## config.mk

```make
export PLATFORM = sky130hd
export DESIGN_NAME = voice_allocator
export DESIGN_NICKNAME = d
export VERILOG_FILES = /design/src/rtl/synth_pkg.sv /design/src/rtl/voice_age_tracker.sv /design/src/rtl/voice_allocator.sv
export SDC_FILE = /design/constraint.sdc
export NUM_CORES = 1
export LEC_CHECK = 0
export BUFFER_PORTS_ARGS = -buffer_cell sky130_fd_sc_hd__buf_2
export CORE_MARGIN = 4
export CORE_UTILIZATION = 25
export CTS_BUF_LIST = sky130_fd_sc_hd__clkbuf_4
export DETAILED_ROUTE_END_ITERATION = 8
export GPL_TIMING_DRIVEN = 0
export PLACE_DENSITY_LB_ADDON = 0.1
export SYNTH_ARGS = -nofsm -noshare
export SYNTH_HDL_FRONTEND = slang
export SYNTH_SLANG_ARGS = --single-unit
```

## constraint.sdc

```tcl
create_clock -name clock -period 4.4 [get_ports clock]
set_clock_uncertainty 0.2 [all_clocks]
set_input_delay 0.88 -clock clock [delete_from_list [all_inputs] [get_ports clock]]
set_output_delay 0.88 -clock clock [all_outputs]
set_load 0.03 [all_outputs]
```

## src/rtl/synth_pkg.sv

```systemverilog
// Shared widths, voice/FSM state types and the note event record for the voice allocator.
// Also holds the lowest-set-bit helper used for free-slot and retrigger selection.
package synth_pkg;
  localparam int NUM_VOICES = 4;
  localparam int NOTE_W     = 7;
  localparam int VEL_W      = 7;
  localparam int IDX_W      = $clog2(NUM_VOICES);
  localparam int CNT_W      = $clog2(NUM_VOICES + 1);

  typedef enum logic [1:0] {IDLE, HELD, RELEASE} voice_state_t;
  typedef enum logic [1:0] {WAIT, SEARCH, COMMIT} alloc_state_t;

  typedef struct packed {
    logic              on;
    logic [NOTE_W-1:0] note;
    logic [VEL_W-1:0]  velocity;
  } note_event_t;

  function automatic logic [IDX_W-1:0] lowest_idx(input logic [NUM_VOICES-1:0] vec);
    lowest_idx = '0;
    for (int i = NUM_VOICES - 1; i >= 0; i--) begin
      if (vec[i]) lowest_idx = IDX_W'(i);
    end
  endfunction
endpackage

```

## src/rtl/voice_age_tracker.sv

```systemverilog
// Age ranks per voice (0 newest); a touch makes a voice newest, o_oldest_idx picks the
// highest rank within i_mask combinationally. Rank update lands on the edge after the touch.
module voice_age_tracker
  import synth_pkg::*;
(
  input  logic                             clock,
  input  logic                             reset,
  input  logic                             i_touch_vld,
  input  logic [IDX_W-1:0]                 i_touch_idx,
  input  logic [NUM_VOICES-1:0]            i_mask,
  output logic [NUM_VOICES-1:0][IDX_W-1:0] o_rank,
  output logic [IDX_W-1:0]                 o_oldest_idx
);
  logic [NUM_VOICES-1:0][IDX_W-1:0] r_rank;
  logic [IDX_W-1:0]                 w_top;
  logic                             w_any;

  always_ff @(posedge clock) begin
    if (reset) begin
      for (int i = 0; i < NUM_VOICES; i++) r_rank[i] <= IDX_W'(i);
    end else if (i_touch_vld) begin
      // Only voices younger than the touched one age, so ranks stay a permutation.
      for (int i = 0; i < NUM_VOICES; i++) begin
        if (IDX_W'(i) == i_touch_idx)              r_rank[i] <= '0;
        else if (r_rank[i] < r_rank[i_touch_idx]) r_rank[i] <= r_rank[i] + 1'b1;
      end
    end
  end

  always_comb begin
    o_oldest_idx = '0;
    w_top        = '0;
    w_any        = 1'b0;
    for (int i = 0; i < NUM_VOICES; i++) begin
      if (i_mask[i] && (!w_any || r_rank[i] > w_top)) begin
        o_oldest_idx = IDX_W'(i);
        w_top        = r_rank[i];
        w_any        = 1'b1;
      end
    end
  end

  assign o_rank = r_rank;
endmodule

```

## src/rtl/voice_allocator.sv

```systemverilog
// Polyphony allocator: accept -> search -> commit, voice outputs update 2 edges after acceptance.
// evt_ready drops for the two cycles an event is in flight, giving one event per 3 cycles.
module voice_allocator
  import synth_pkg::*;
(
  input  logic                              clock,
  input  logic                              reset,
  input  logic                              evt_valid,
  output logic                              evt_ready,
  input  logic                              evt_on,
  input  logic [NOTE_W-1:0]                 evt_note,
  input  logic [VEL_W-1:0]                  evt_velocity,
  input  logic [NUM_VOICES-1:0]             voice_done,
  output logic [NUM_VOICES-1:0]             voice_gate,
  output logic [NUM_VOICES-1:0]             voice_trigger,
  output logic [NUM_VOICES-1:0]             voice_enable,
  output logic [NUM_VOICES-1:0][NOTE_W-1:0] voice_note,
  output logic [NUM_VOICES-1:0][VEL_W-1:0]  voice_velocity,
  output logic [CNT_W-1:0]                  active_count
);
  alloc_state_t                     r_fsm;
  note_event_t                      r_evt;
  logic [IDX_W-1:0]                 r_tgt;
  logic [NUM_VOICES-1:0]            r_off_vec;
  voice_state_t                     r_state [NUM_VOICES];
  logic [NUM_VOICES-1:0][NOTE_W-1:0] r_note;
  logic [NUM_VOICES-1:0][VEL_W-1:0]  r_vel;
  logic [NUM_VOICES-1:0]            r_trig;

  logic [NUM_VOICES-1:0]            w_match, w_free, w_rel, w_held, w_off_vec, w_steal_mask;
  logic [IDX_W-1:0]                 w_oldest, w_tgt;
  logic [NUM_VOICES-1:0][IDX_W-1:0] w_rank;
  logic                             w_touch;

  always_comb begin
    w_match = '0; w_free = '0; w_rel = '0; w_held = '0; w_off_vec = '0;
    for (int i = 0; i < NUM_VOICES; i++) begin
      w_free[i]    = (r_state[i] == IDLE);
      w_held[i]    = (r_state[i] == HELD);
      w_rel[i]     = (r_state[i] == RELEASE);
      w_match[i]   = (r_state[i] != IDLE) && (r_note[i] == r_evt.note);
      w_off_vec[i] = (r_state[i] == HELD) && (r_note[i] == r_evt.note);
    end
  end

  // Steal prefers the oldest releasing voice; only when none is releasing does a held one go.
  assign w_steal_mask = (|w_rel) ? w_rel : w_held;
  assign w_tgt   = (|w_match) ? lowest_idx(w_match) :
                   (|w_free)  ? lowest_idx(w_free)  : w_oldest;
  assign w_touch = (r_fsm == COMMIT) && r_evt.on;

  voice_age_tracker u_age (
    .clock        (clock),
    .reset        (reset),
    .i_touch_vld  (w_touch),
    .i_touch_idx  (r_tgt),
    .i_mask       (w_steal_mask),
    .o_rank       (w_rank),
    .o_oldest_idx (w_oldest)
  );

  always_ff @(posedge clock) begin
    if (reset) begin
      r_fsm     <= WAIT;
      r_evt     <= '0;
      r_tgt     <= '0;
      r_off_vec <= '0;
      r_note    <= '0;
      r_vel     <= '0;
      r_trig    <= '0;
      for (int i = 0; i < NUM_VOICES; i++) r_state[i] <= IDLE;
    end else begin
      r_trig <= '0;
      for (int i = 0; i < NUM_VOICES; i++) begin
        if (r_state[i] == RELEASE && voice_done[i]) r_state[i] <= IDLE;
      end
      case (r_fsm)
        WAIT: begin
          if (evt_valid) begin
            r_evt <= '{on: evt_on, note: evt_note, velocity: evt_velocity};
            r_fsm <= SEARCH;
          end
        end
        SEARCH: begin
          r_tgt     <= w_tgt;
          r_off_vec <= w_off_vec;
          r_fsm     <= COMMIT;
        end
        COMMIT: begin
          // Written after the release-done loop so a same-cycle commit overrides it.
          if (r_evt.on) begin
            r_state[r_tgt] <= HELD;
            r_note[r_tgt]  <= r_evt.note;
            r_vel[r_tgt]   <= r_evt.velocity;
            r_trig[r_tgt]  <= 1'b1;
          end else begin
            for (int i = 0; i < NUM_VOICES; i++) begin
              if (r_off_vec[i]) r_state[i] <= RELEASE;
            end
          end
          r_fsm <= WAIT;
        end
        default: r_fsm <= WAIT;
      endcase
    end
  end

  always_ff @(posedge clock) begin
    if (!reset) begin
      for (int i = 0; i < NUM_VOICES; i++)
        for (int j = i + 1; j < NUM_VOICES; j++)
          assert (w_rank[i] != w_rank[j]);
    end
  end

  always_comb begin
    voice_gate   = '0;
    voice_enable = '0;
    active_count = '0;
    for (int i = 0; i < NUM_VOICES; i++) begin
      voice_gate[i]   = (r_state[i] == HELD);
      voice_enable[i] = (r_state[i] != IDLE);
      if (r_state[i] != IDLE) active_count = active_count + 1'b1;
    end
  end

  assign evt_ready      = (r_fsm == WAIT) && !reset;
  assign voice_trigger  = r_trig;
  assign voice_note     = r_note;
  assign voice_velocity = r_vel;
endmodule

```

==> impl_metrics.tcl, run 1 <==
set metrics [dict create \
    area_growth_pct 23.6 \
    rsz0062_at_grt "yes" \
    cts_tree "built" \
    clock_path_buffers 2 \
    min_to "r_off_vec[0]$_SDFFE_PP0N_" \
    die_x_um 144 \
    ir_worst_vdd_mv 0.119 \
    reg2reg_to "r_tgt[0]$_SDFFE_PP0N_" \
    timing.rr.start "r_state[3][1]$_SDFFCE_PN0P_" \
    grt_max_degree 16 \
    synth_common_cells "167 x nand2_1, 91 x dfxtp_1, 79 x a21oi_1" \
    ioPinCount 94 \
    portBuffers 92 \
    n_antenna_cell 0 \
    path_common_cell "o21ai_2" \
    cp.required_ns 4.60 \
    worstPathCellList "and2b_2 > nor2_4 > nand3_2 > a21oi_1 > ha_1 > nor2b_4 > o21ai_2 > nand2_1 > a41oi_4 > buf_6 > mux2_4 > ha_4 > nand2_2 > o21ai_2 > o31ai_2 > a22oi_2 > mux2_4 > ha_4 > nor2b_4 > o21ai_2 > a21boi_2 > o21ai_2 > a211o_1 > a221oi_2" \
    setup_viol 2 \
    cts.htree.levels 3 \
    synth.distinct_cells 56 \
    critPathArrivalTime_ns 5.23 \
    synth-main-ff-cell "dfxtp_1" \
    yosys.area.top_type "dfxtp_1" \
    initial_core_util_pct 25.6 \
    clkSlewWorstSetupHoldPaths_ns 0.16 \
    fmax_ghz 0.199 \
    vias_per_cell 4.71 \
    yosys-top-cells-area "dfxtp_1 39%, nand2_1 14%, a21oi_1 8.5%" \
    finalCritPeriodShare_pct 114 \
    dieArea_um2 20800 \
    hp-start "r_off_vec[0]$_SDFFE_PP0N_" \
    worst_slack_ns -0.633 \
    slowest_delay_ns 0.41 \
    grt_pass1_vias 4263 \
    drt_iter0_drc 252 \
    finalWeightedCongestion 0.786 \
    final_layout_size_suffix_gt1_share_pct 21.8 \
    grt.total_usage_pct 15.3 \
    syn_inst 582 \
    yosysMostFrequentCell "nand2_1" \
    power_density_nw_per_um2 282 \
    synth_top_cell_area_share_pct 39.3 \
    worst-path-max-fanout 4 \
    worstSetupPathType "flop to flop" \
    synth-seq-cells 99 \
    rows 49 \
    overflow 0 \
    worst_slew_pin_slew_ns 0.808 \
    synth_edf_count 8 \
    cts.sinks 99 \
    core-area_um2 18100 \
    grt_pass1_wl_mm 24.1 \
    startpoint_type "flop" \
    synth_area_per_cell_um2 7.96 \
    yosysWarnings 0 \
    drv_slew 0 \
    r2r_setup_slack_ns -0.63 \
    setup_tns_ns -1.21 \
    cts_hold_buffers 0 \
    place_ws_ns -1.10 \
    min_path_cells 2 \
    max_cap_viol_count 0 \
    hold_path.class "flop to flop" \
    violations "setup timing" \
    total_power_w 0.00162 \
    worstSkewPairLatency_ns 0.49 \
    worst_slew_margin_rel_pct 45.4 \
    hold_slack_ns 0.262 \
    antenna_found_initial 1 \
    drtAntennaViolNets 0 \
    fin_crit_ns 5.03 \
    synthArstFlopShare_pct 0 \
    syn_area_um2 4630 \
    fillers 1933 \
    cellLeakagePower_nw 2.33 \
    first_pass_iters 4 \
    utilization_pct 31.7 \
    end_kind "flop" \
    ys_seq_area_share_pct 44.5 \
    routedWlPerCell_um 17.0 \
    root_buffer "clkbuf_4" \
    drc 0 \
    synth_nets 617 \
    slowest_stage "edfxtp_1" \
    nets 732 \
    die_y_um 144 \
    wl_mm 15.8 \
    hpwl_mm 11.7 \
    reg2regPathDepth 24 \
    vias 4383 \
    status "finished with violations" \
    hold_viol_final 0 \
    numCtsBuffers 9 \
]
## critical path, delay by kind of cell (launching register included)
family | cells | cell delay, ns
AND/OR/NAND/NOR | 7 | 0.80
AO/OA/AOI/OAI | 11 | 2.00
buffers and inverters | 1 | 0.14
flip-flops | 1 | 0.41
adder cells (fa/ha/maj) | 3 | 0.75
multiplexers | 2 | 0.65
## area by class of cell
class	count	area (µm²)	share of cell area (%)
multi-input cells	431	2520	44.0
clock inverters	5	22.5	0.393
repair buffers	104	554	9.68
plain buffers	38	155	2.71
flip-flops and latches	99	2060	36.0
inverters	14	52.6	0.918
well taps	229	287	5.00
clock buffers	10	75.1	1.31
## report_power, final
group          internal [W]  switching, W  total [W]
clock              0.000114      0.000316   0.000430
combinational     0.0000885      0.000160   0.000248
sequential         0.000924     0.0000130   0.000937
total               0.00113      0.000489    0.00162
## flip-flops by register name, summed over array words and instances (netlist names)
name and count:
r_evt 15, r_fsm 2, r_off_vec 4, r_state 8, r_tgt 2, u_age.o_rank 8, voice_note 28, voice_trigger 4
voice_velocity 28
## layer usage
metal	track usage, %	routed length, µm	share of wire, %
met1	19.8	7320	46
met2	25.3	7310	46
met3	3.64	863	5.5
met4	4.66	296	1.9
met5	0	10	0.063
## through the flow
stage	area (µm²)	cells
4_1_cts	5600	924
5_1_grt	5730	930
2_1_floorplan	4670	582
6_report	5730	930
3_5_place_dp	5420	903
3_3_place_gp	5420	903
## cells in the final DEF, fill, tap and decap left out, drive strengths merged, types with 2 or more instances in the layout
cell / n
nand4: 4
ha: 13
xnor2: 15
and2: 6
o211ai: 2
nand2b: 6
nor3: 12
o21ai: 15
inv: 14
nor2: 29
a2111o: 2
buf: 110
nor4: 6
edfxtp: 8
clkinv: 5
a22oi: 2
or3: 2
clkbuf: 42
a2bb2oi: 2
dfxtp: 91
nand3: 7
a221o: 2
mux2: 4
nand2: 167
a21oi: 79
xor2: 18
nor2b: 10
o21a: 2
a211oi: 4
## logic make-up (layout without fill, tap and decap cells)
family,after synthesis,count (layout),share of synthesized area (%)
AND/OR/NAND/NOR,255,255,23.5
multiplexers,6,6,1.67
flip-flops,99,99,44.5
adder cells (fa/ha/maj),13,13,3.51
XOR/XNOR,33,33,6.24
buffers and inverters,52,171,4.48
AO/OA/AOI/OAI,124,124,16.1
## how the worst max path moves through the flow
stage | start | endpoint | slack [ns] | cells past startpoint
global placement | r_state[2][0]$_SDFFCE_PN0P_ | r_tgt[1]$_SDFFE_PP0N_ | -1.12 | 26
CTS | r_state[3][1]$_SDFFCE_PN0P_ | r_tgt[1]$_SDFFE_PP0N_ | -0.64 | 26
global route | r_state[3][0]$_SDFFCE_PN0P_ | r_tgt[0]$_SDFFE_PP0N_ | -0.89 | 25
detailed placement | r_state[3][1]$_SDFFCE_PN0P_ | r_tgt[1]$_SDFFE_PP0N_ | -1.10 | 26
floorplan | r_state[3][1]$_SDFFCE_PN0P_ | r_tgt[1]$_SDFFE_PP0N_ | -0.33 | 26
finish | r_state[3][1]$_SDFFCE_PN0P_ | r_tgt[0]$_SDFFE_PP0N_ | -0.63 | 24
## what timing repair did
action / 4_1_cts / 5_1_grt
pin swaps: 10 / 9
setup buffers: 6 / 6
gates resized for setup: 8 / 17
endpoints found under the setup margin: 2 / 2
No activity file was read; power rests on OpenSTA's default activity.
==> run 2: changes to the inputs <==
- ABC_AREA: unset -> 1
- CORE_UTILIZATION: 25 -> 51
==> run 2 against run 1 <==
The flow now finishes without violations. Clock power up 20%. Power up 7.0%. Critical path depth up 6. Register-to-register slack better by 1.0 ns. Routed wire length down 17%. Clock-buffer cell count down 1. Worst hold slack better by 0.020 ns. Setup slack better by 1.0 ns. Die area down 48%. Cell count down 7.2%. Global-route usage up 9.3 points. Critical path type unchanged. Largest power group unchanged.
==> impl_metrics.tcl, run 2 <==
set metrics [dict create \
    fillers 830 \
    synth_edf_count 8 \
    cp.required_ns 4.53 \
    path_common_cell "nand2_1" \
    grt.total_usage_pct 24.6 \
    numCtsBuffers 9 \
    worst_slew_margin_rel_pct 59.9 \
    drv_slew 0 \
    vias 4538 \
    grt_pass1_vias 4139 \
    core-area_um2 8810 \
    worstSetupPathType "flop to flop" \
    hold_viol_final 0 \
    synthArstFlopShare_pct 0 \
    initial_core_util_pct 52.8 \
    syn_inst 640 \
    cellLeakagePower_nw 2.73 \
    yosysMostFrequentCell "nor2_1" \
    status "completed" \
    drtAntennaViolNets 0 \
    grt_pass1_wl_mm 20.2 \
    die_y_um 103 \
    area_growth_pct 17.4 \
    cts.sinks 99 \
    root_buffer "clkbuf_4" \
    clkSlewWorstSetupHoldPaths_ns 0.16 \
    antenna_found_initial 0 \
    hpwl_mm 9.86 \
    startpoint_type "flop" \
    n_antenna_cell 0 \
    synth_area_per_cell_um2 7.27 \
    finalWeightedCongestion 0.919 \
    synth-main-ff-cell "dfxtp_1" \
    synth_top_cell_area_share_pct 39.2 \
    portBuffers 93 \
    synth_nets 675 \
    ys_seq_area_share_pct 44.3 \
    worstSkewPairLatency_ns 0.47 \
    fmax_ghz 0.248 \
    power_density_nw_per_um2 316 \
    cts_tree "built" \
    yosys.area.top_type "dfxtp_1" \
    fin_crit_ns 4.03 \
    worst_slew_pin_slew_ns 0.602 \
    ir_worst_vdd_mv 0.196 \
    cp_num_cells 30 \
    synth.distinct_cells 36 \
    hold_path.class "flop to flop" \
    mostFrequentLayoutCells "125 x nor2_1, 106 x nand2_1, 104 x buf_2" \
    drc 0 \
    slowest_stage "edfxtp_1" \
    routedWlPerCell_um 15.1 \
    rows 34 \
    cts.htree.levels 3 \
    yosys-top-cells-area "dfxtp_1 39%, nor2_1 10%, nand2_1 8.6%" \
    ioPinCount 94 \
    min_path_cells 2 \
    nets 785 \
    end_kind "flop" \
    worst-path-max-fanout 5 \
    syn_area_um2 4650 \
    die_x_um 103 \
    setup_viol 0 \
    first_pass_iters 4 \
    rsz0062_at_grt "no" \
    slowest_delay_ns 0.46 \
    finalCritPeriodShare_pct 91.5 \
    utilization_pct 62.0 \
    grt_max_degree 19 \
    dieArea_um2 10700 \
    total_power_w 0.00173 \
    overflow 0 \
    vias_per_cell 5.26 \
    worst_path_dominant_cell_family "simple AND/OR/NAND/NOR gates" \
    max_cap_viol_count 0 \
    final_common_cell "nor2_1" \
    synth-seq-cells 99 \
    reg2regPathDepth 30 \
    cts_hold_buffers 0 \
    path_buf_inv 3 \
    wl_mm 13.0 \
    synth_common_cells "125 x nor2_1, 107 x nand2_1, 91 x dfxtp_1" \
    yosysWarnings 0 \
    final_layout_size_suffix_gt1_share_pct 20.4 \
    critPathArrivalTime_ns 4.15 \
    clock_path_buffers 2 \
    drt_iter0_drc 223 \
]
[run 2: cell count changes after synthesis, moves of 7 or more]
cell,change
nor2b_1,-10
nand2_1,-60
buf_2,+7
nor2_1,+96
inv_1,+24
a21oi_1,-33
nor3_1,-8
inv_2,+12
o21ai_0,+69
nand3_1,+16
clkbuf_1,-16
xor2_1,-13
[run 2: worst reg2reg max path: cells and delay by family, from the launching register on]
| family | cells | cell delay, ns |
|---|---|---|
| flip-flops | 1 | 0.46 |
| AND/OR/NAND/NOR | 17 | 1.27 |
| buffers and inverters | 3 | 0.18 |
| adder cells (fa/ha/maj) | 3 | 0.91 |
| AO/OA/AOI/OAI | 7 | 0.88 |
[run 2: logic make-up after synthesis]
| group | count (synthesis) | share of synthesized area [%] |
|---|---|---|
| AO/OA/AOI/OAI | 146 | 16.3 |
| XOR/XNOR | 24 | 4.52 |
| AND/OR/NAND/NOR | 274 | 23.8 |
| buffers and inverters | 84 | 7.53 |
| adder cells (fa/ha/maj) | 13 | 3.50 |
| flip-flops | 99 | 44.3 |
[run 2: power by group]
part	switching, W	total (W)	internal (W)
registers	0.0000176	0.000947	0.000929
logic	0.000177	0.000267	0.0000898
clock network	0.000330	0.000514	0.000184
[run 2: final timing paths]
check	startpoint	endpoint	slack, ns
min	r_off_vec[0]$_SDFFE_PP0N_	r_off_vec[0]$_SDFFE_PP0N_	0.28
max	r_state[0][1]$_DFFE_PP_	r_tgt[0]$_SDFFE_PP0N_	0.37
max reg2reg	r_state[0][1]$_DFFE_PP_	r_tgt[0]$_SDFFE_PP0N_	0.37
min reg2reg	r_off_vec[0]$_SDFFE_PP0N_	r_off_vec[0]$_SDFFE_PP0N_	0.28
[run 2: through the flow]
step / hold WS [ns] / TNS, ns / instances / cell area (µm²) / worst slack (ns)
finish: 0.282 / 0 / 863 / 5460 / 0.372
global route: 0.315 / 0 / 863 / 5460 / 0.0376
CTS: 0.286 / 0 / 857 / 5410 / 0.0177
detailed placement: 0.264 / -0.0164 / 841 / 5250 / -0.0125
global placement: 0.263 / 0 / 841 / 5250 / 0.184
floorplan: 0.244 / 0 / 640 / 4650 / 0.504
[run 2: area by class of cell]
cell class	instances	area (µm²)	area share [%]
inverter	52	198	3.62
clock inverter	7	82.6	1.51
timing repair buffer	99	510	9.35
sequential	99	2060	37.8
tap	108	135	2.47
clock buffer	9	67.6	1.24
multi-input combinational	457	2250	41.3
buffer	32	153	2.79
[run 2: what timing repair did]
action / CTS / global route
resized for setup: 1 / 5
buffers inserted: 0 / 6
endpoints found under the hold margin: 0 / 0
setup endpoints to repair: 2 / 2
pin swaps: 0 / 4
[run 2: routing by layer]
metal | vias to the layer above | share of wire [%] | global-route usage [%]
met5 | - | 0 | 0
met4 | 0 | 2.2 | 10.3
met3 | 21 | 5.7 | 3.42
met2 | 128 | 48 | 40.4
met1 | 2089 | 44 | 32.4
li1 | 2300 | - | -
==> run 3: changes to the inputs <==
- PLACE_DENSITY: unset -> 0.78
- PLACE_DENSITY_LB_ADDON: 0.1 -> unset
==> run 3 against run 2 <==
Worst hold slack improved by 0.0035 ns. Flip-flop and latch count did not move. Critical path type unchanged. Clock-buffer cell count did not move. Cell area fell by 1.2%. Largest cell class unchanged. Non-clock buffer count fell by 5. Fmax rose by 1.6%. Routed wire length rose by 1.4%.
==> impl_metrics.tcl, run 3 (synthesis results as in run 2) <==
set metrics [dict create \
    max_cap_viol_count 0 \
    cp.required_ns 4.54 \
    end_kind "flop" \
    clkSlewWorstSetupHoldPaths_ns 0.17 \
    worstSetupPathType "flop to flop" \
    power_density_nw_per_um2 309 \
    nets 780 \
    clock_path_buffers 2 \
    n_antenna_cell 0 \
    vias_per_cell 5.41 \
    cts.htree.levels 3 \
    path_common_cell "nand2_1" \
    final_layout_size_suffix_gt1_share_pct 20.0 \
    reg2regPathDepth 30 \
    worstSkewPairLatency_ns 0.46 \
    min_path_cells 2 \
    hold_path.class "flop to flop" \
    drc 0 \
    portBuffers 93 \
    grt_pass1_vias 4420 \
    ioPinCount 94 \
    critPathArrivalTime_ns 4.10 \
    routedWlPerCell_um 15.4 \
    cts_hold_buffers 0 \
    overflow 0 \
    slowest_delay_ns 0.47 \
    grt_pass1_wl_mm 21.1 \
    cts_tree "built" \
    hold_slack_ns 0.286 \
    worst-path-max-fanout 6 \
    mostFrequentLayoutCells "125 x nor2_1, 105 x nand2_1, 104 x buf_2" \
    fin_area_um2 5400 \
    core-area_um2 8810 \
    worst_slew_margin_rel_pct 58.5 \
    hpwl_mm 9.93 \
    dieArea_um2 10700 \
    antenna_found_initial 0 \
    slowest_stage "edfxtp_1" \
    cellLeakagePower_nw 2.70 \
    cts.sinks 99 \
    total_power_w 0.00167 \
    rows 34 \
    root_buffer "clkbuf_4" \
    hold_viol_final 0 \
    grt_max_degree 19 \
    path_buf_inv 3 \
    initial_core_util_pct 52.8 \
    worst_slew_pin_slew_ns 0.623 \
    worst_path_dominant_cell_family "simple AND/OR/NAND/NOR gates" \
    fin_crit_ns 3.96 \
    rsz0062_at_grt "no" \
    drv_slew 0 \
    dpl_cell_area_um2 5250 \
    finalCritPeriodShare_pct 90.1 \
    die_x_um 103 \
    final_common_cell "nor2_1" \
    utilization_pct 61.3 \
    finalWeightedCongestion 0.911 \
    status "completed" \
    fmax_ghz 0.252 \
    startpoint_type "flop" \
    setup_viol 0 \
    wl_mm 13.2 \
    first_pass_iters 6 \
    vias 4640 \
    setup_tns_ns 0 \
    drt_iter0_drc 256 \
    die_y_um 103 \
    numCtsBuffers 9 \
    area_growth_pct 16.1 \
    ir_worst_vdd_mv 0.211 \
    cp_num_cells 30 \
    drtAntennaViolNets 0 \
    grt.total_usage_pct 25.3 \
]
[run 3: cell types whose count changed in the layout (fill, tap and decap cells not counted), sizes merged]
| cell | delta |
|---|---|
| buf | -5 |
| bufinv | -1 |
| inv | +1 |
[run 3: what timing repair did]
| action | in CTS | in global routing |
|---|---|---|
| buffers inserted | 0 | 1 |
| resized for setup | 0 | 6 |
| endpoints found under the setup margin | 0 | 2 |
[run 3: routing by layer]
layer / routed length, µm / part of all wire, % / vias to the layer above / track usage, %
li1: - / - / 2287 / -
met1: 5600 / 42 / 2121 / 32.5
met2: 6230 / 47 / 206 / 42.5
met3: 1130 / 8.5 / 26 / 5.30
met4: 280 / 2.1 / 0 / 8.57
met5: 0 / 0 / - / 0
[run 3: layout make-up]
class                      count  area (µm²)
fill                         825        3410
multi-input combinational    457        2250
sequential                    99        2060
timing repair buffer          94         473
inverter                      52         198
buffer                        32         153
tap                          108         135
clock buffer                   9        67.6
clock inverter                 7        57.6
[run 3: final timing paths]
check,from,slack (ns),end
hold reg to reg,r_evt[14]$_SDFFE_PP0P_,0.29,r_evt[14]$_SDFFE_PP0P_
hold / removal,r_evt[14]$_SDFFE_PP0P_,0.29,r_evt[14]$_SDFFE_PP0P_
setup reg to reg,r_state[0][1]$_DFFE_PP_,0.44,r_tgt[1]$_SDFFE_PP0N_
setup / recovery,r_state[0][1]$_DFFE_PP_,0.44,r_tgt[1]$_SDFFE_PP0N_
[run 3: through the flow]
stage / setup WS, ns / std cells
CTS: 0.0827 / 857
finish: 0.435 / 858
detailed placement: 0.0990 / 841
global route: 0.00851 / 858
global placement: 0.272 / 841
floorplan: 0.504 / 640
[run 3: report_power, final]
| group | internal, W | switching [W] |
|---|---|---|
| registers | 0.000929 | 0.0000175 |
| logic | 0.0000865 | 0.000177 |
| clock network | 0.000126 | 0.000333 |
| total | 0.00114 | 0.000528 |
[run 3: worst register-to-register path, delay by kind of cell (launching register included)]
family                     cells  cell delay [ns]
DFF                            1             0.47
adders and majority gates      3             0.90
AOI/OAI and AO/OA              7             0.83
buffers and inverters          3             0.18
and+or+nand+nor               17             1.27
